===== src/rtl/stream_fifo_param.sv =====
// rtl/stream_fifo_param.sv - parametrised valid/ready stream FIFO with wrap-bit pointers.
// Optional almost-full/almost-empty watermarks are enabled by STREAM_FIFO_PARAM_WATERMARK_EN.
module stream_fifo_param #(
  parameter int WIDTH        = 8,
  parameter int DEPTH        = 16,
  parameter int AFULL_LEVEL  = 12,
  parameter int AEMPTY_LEVEL = 4
) (
  input  logic                       clk,
  input  logic                       reset,
  input  logic                       io_push_valid,
  output logic                       io_push_ready,
  input  logic [WIDTH-1:0]           io_push_payload,
  output logic                       io_pop_valid,
  input  logic                       io_pop_ready,
  output logic [WIDTH-1:0]           io_pop_payload,
  input  logic                       io_flush,
  output logic [$clog2(DEPTH):0]     io_occupancy,
  output logic [$clog2(DEPTH):0]     io_availability,
  output logic                       io_almostFull,
  output logic                       io_almostEmpty
);

  localparam int AW = $clog2(DEPTH);
  localparam logic [AW:0] DEPTH_W = (AW+1)'(DEPTH);

  logic [WIDTH-1:0] mem [DEPTH];
  logic [WIDTH-1:0] rd_q;
  logic [AW:0]      wptr, rptr, rptr_next, occupancy;
  logic             hazard_q;
  logic             full, empty, pushing, popping;

  assign occupancy = wptr - rptr;
  assign full      = (occupancy == DEPTH_W);
  assign empty     = (occupancy == '0);

  assign io_push_ready = !full && !io_flush;
  // A freshly written word is not yet visible in the read register for one cycle.
  assign io_pop_valid  = !empty && !hazard_q && !io_flush;

  assign pushing = io_push_valid && io_push_ready;
  assign popping = io_pop_valid && io_pop_ready;

  assign rptr_next = io_flush ? '0 : rptr + {{AW{1'b0}}, popping};

  always_ff @(posedge clk or posedge reset) begin
    if (reset) begin
      wptr     <= '0;
      rptr     <= '0;
      hazard_q <= 1'b0;
    end else begin
      wptr     <= io_flush ? '0 : wptr + {{AW{1'b0}}, pushing};
      rptr     <= rptr_next;
      hazard_q <= pushing && (wptr[AW-1:0] == rptr_next[AW-1:0]);
    end
  end

  always_ff @(posedge clk) begin
    if (pushing) begin
      mem[wptr[AW-1:0]] <= io_push_payload;
    end
    rd_q <= mem[rptr_next[AW-1:0]];
  end

  assign io_pop_payload  = rd_q;
  assign io_occupancy    = occupancy;
  assign io_availability = DEPTH_W - occupancy;

`ifdef STREAM_FIFO_PARAM_WATERMARK_EN
  localparam logic [AW:0] AFULL_W  = (AW+1)'(AFULL_LEVEL);
  localparam logic [AW:0] AEMPTY_W = (AW+1)'(AEMPTY_LEVEL);
  assign io_almostFull  = (occupancy >= AFULL_W);
  assign io_almostEmpty = (occupancy <= AEMPTY_W);
`else
  assign io_almostFull  = 1'b0;
  assign io_almostEmpty = 1'b0;
`endif

endmodule

===== config.mk =====
export PLATFORM = sky130hd
export DESIGN_NAME = stream_fifo_param
export DESIGN_NICKNAME = d
export VERILOG_FILES = /design/src/rtl/stream_fifo_param.sv
export SDC_FILE = /design/constraint.sdc
export NUM_CORES = 1
export LEC_CHECK = 0
export ABC_AREA = 1
export BUFFER_PORTS_ARGS = -buffer_cell sky130_fd_sc_hd__buf_2
export CORE_AREA = 5 5 117 119
export DETAILED_ROUTE_END_ITERATION = 8
export DIE_AREA = 0 0 122 124
export HOLD_SLACK_MARGIN = 0.1
export PLACE_DENSITY = 0.72
export SYNTH_ARGS = -nofsm -noshare
export SYNTH_HDL_FRONTEND = slang
export SYNTH_SLANG_ARGS = --single-unit
export TNS_END_PERCENT = 10

===== constraint.sdc =====
create_clock -name clk -period 3.6 [get_ports clk]
set_input_delay 0.9 -clock clk [delete_from_list [all_inputs] [get_ports clk]]
set_output_delay 0.9 -clock clk [all_outputs]
set_load 0.05 [all_outputs]

==> impl_metrics.yaml <==
global_routing:
  grt-ovfl-total: 0
  grtUsageTotal_pct: 22.1
  grt_pass1_vias: 4515
  grt_max_degree: 34
  grt_pass1_wl_um: 24700
  antenna_found_initial: 0
hold_path:
  hold_class: "in -> async"
critical_path:
  arrival_ns: 2.59
  crit_path_end_kind: "primary output"
  worst_setup_path_start_kind: "flop"
  criticalPathCategory: "reg -> out"
  cp_max_fo: 4
  required_ns: 2.70
die:
  num_rows: 41
  core_area_um2: 12500
  die_h_um: 124
  die_area_um2: 15100
  die_w_um: 122
  io_pins: 35
  start_util_pct: 54.3
sta:
  fin_crit_sh_pct: 97.1
  period_needed_ns: 3.49
  finalMaxSlewViolations: 0
  skew_ns: 0.00737
  setup_viol: 0
  whs_ns: 0.474
  rsz0062_at_grt: "yes"
  fin_ws_ns: 0.105
  finalHoldViolations: 0
  fmax_mhz: 286
final_layout:
  diodes: 0
  layout.nets: 758
  drive_gt1_share_pct: 15.0
  nFillCells: 962
  synthToLayoutAreaGrowth_pct: 16.5
  regArea_um2: 4280
  multi_input_area_um2: 1810
yosys:
  synth_cell_types: 27
  synth_area_leaders: "edfxtp_1 57%, nand3_1 9.5%, nand2_1 8.0%"
  yosysWarnings: 0
  postSynthCellCount: 676
  postSynthAreaPerCell_um2: 10.0
  mappedNetlistArea_um2: 6770
  synth_top_area_cell: "edfxtp_1"
  synth_seq_cells: 147
  seq_area_frac_synth_pct: 63.2
  synth_top_area_share_pct: 56.8
job:
  maxCapViolCount: 0
clocking:
  cts_buffers: 17
  path_clk_slew_ns: 0.06
  cts_sinks: 147
  cts_root_buf: "clkbuf_16"
  cts_tree: "done"
  htree_num_levels: 4
  ctsLongestPathBuffers: 2
  clkLatencyLatePin_ns: 0.42
route:
  drt_iter0_markers: 531
  drtPass1Iterations: 5
  drt.antenna.violating_nets: 0
  wl_um: 15900
  vias: 4775
  drc: 0
  viasPerCell: 5.20
  routedWlPerCell_um: 17.4
placement:
  finalWeightedCongestion: 0.916
  placement.io_buffers: 32
  post-dp-hpwl_um: 10600
  post-place-ws_ns: 0.0218
power_and_ir_drop:
  p_per_area_nw_per_um2: 598
  leakage_nw: 3.57
  ir_drop_uv: 383
outcome:
  status: "completed"
layer usage:
layer / part of all wire [%] / wire length, µm / up-vias / global-route usage [%]
li1: - / - / 2269 / -
met1: 43 / 6830 / 2244 / 30.6
met2: 47 / 7430 / 230 / 35.4
met3: 7.9 / 1250 / 32 / 4.09
met4: 2.6 / 416 / 0 / 8.26
met5: 0 / 0 / - / 0
cells in the mapped netlist:
| master | n |
|---|---|
| nor3_1 | 5 |
| or2_2 | 1 |
| dfrtp_1 | 11 |
| and2_1 | 1 |
| xnor2_1 | 3 |
| clkbuf_1 | 4 |
| inv_4 | 1 |
| buf_4 | 8 |
| nor2_8 | 2 |
| inv_6 | 1 |
| ha_1 | 11 |
| nor3b_4 | 1 |
| nand2_1 | 145 |
| inv_2 | 3 |
| inv_1 | 140 |
| buf_6 | 8 |
| nand2_4 | 3 |
| buf_2 | 8 |
| conb_1 | 1 |
| dfxtp_1 | 8 |
| xor2_1 | 3 |
| edfxtp_1 | 128 |
| fa_1 | 1 |
| nand3_1 | 128 |
| o21ai_0 | 5 |
| nor2_1 | 42 |
| a21oi_1 | 4 |
critical path, cell delays in order, from the launching register on:
cell,delay (ns)
dfrtp_1,0.34
inv_1,0.08
ha_1,0.23
fa_1,0.40
or2_2,0.34
nand2_8,0.08
nor3_2,0.05
ha_1,0.21
nor3_4,0.16
buf_2,0.28
kinds of logic (layout without fill, tap and decap cells):
logic type | after synthesis | count (layout) | synth area share, %
AND/OR/NAND/NOR | 328 | 328 | 21.8
other | 1 | 2 | 0.0554
buffers and inverters | 173 | 242 | 11.2
flip-flops | 147 | 147 | 63.2
AO/OA/AOI/OAI | 9 | 9 | 0.666
adder cells (fa/ha/maj) | 12 | 12 | 2.33
XOR/XNOR | 6 | 6 | 0.777
per-stage QoR:
step | setup TNS [ns] | power (mW) | utilization, % | std cells | cell area, µm²
detailed placement | 0 | 2.99 | 57.8 | 879 | 7210
floorplan | 0 | 2.74 | - | 677 | 6820
global placement | 0 | 2.98 | 57.8 | 879 | 7210
global route | -0.0385 | 4.90 | 63.3 | 918 | 7890
CTS | 0 | 4.68 | 62.5 | 911 | 7780
finish | 0 | 4.72 | 63.3 | 918 | 7890
cell usage in the layout, fill, tap and decap left out, types with 8 or more instances in the layout:
cell / n
buf_2: 31
buf_4: 29
clkbuf_16: 17
dfrtp_1: 11
dfxtp_1: 8
edfxtp_1: 128
ha_1: 10
inv_1: 140
nand2_1: 144
nand3_1: 128
nor2_1: 42
report_power, final:
group          internal, mW  leakage, nW  total [mW]  switching [mW]
clock                  1.03        0.269        1.71           0.678
sequential             1.90         1.37        1.92          0.0245
combinational         0.291         1.93        1.09           0.798
total                  3.22         3.57        4.72            1.50
timing repair:
item,4_1_cts,5_1_grt
setup endpoints to repair,0,11
setup buffers,0,7
hold buffers,0,0
resized for setup,0,13
worst paths after layout:
path	from	endpoint	slack, ns	cells after the start
setup / recovery	wptr[0]	io_pop_valid	0.11	9
hold / removal	reset	rptr[4]	0.47	2
setup reg to reg	wptr[0]	io_pop_payload[3]	0.17	18
hold reg to reg	wptr[2]	wptr[2]	0.62	2
max in group asynchronous	reset	wptr[0]	2.80	2
min in group clk	wptr[2]	wptr[2]	0.62	2
state kept, by name, summed over array words and instances (netlist names):
register        flops
rptr                5
io_pop_payload      8
hazard_q            1
wptr                5
mem               128
final cells by class:
| class | count | area share (%) |
|---|---|---|
| clock inverter | 14 | 1.75 |
| timing repair buffer | 65 | 5.66 |
| inverter | 145 | 7.09 |
| tap | 172 | 2.73 |
| clock buffer | 18 | 5.57 |
| multi-input combinational | 357 | 22.9 |
| sequential | 147 | 54.3 |
(Power assumes the default switching activity.)
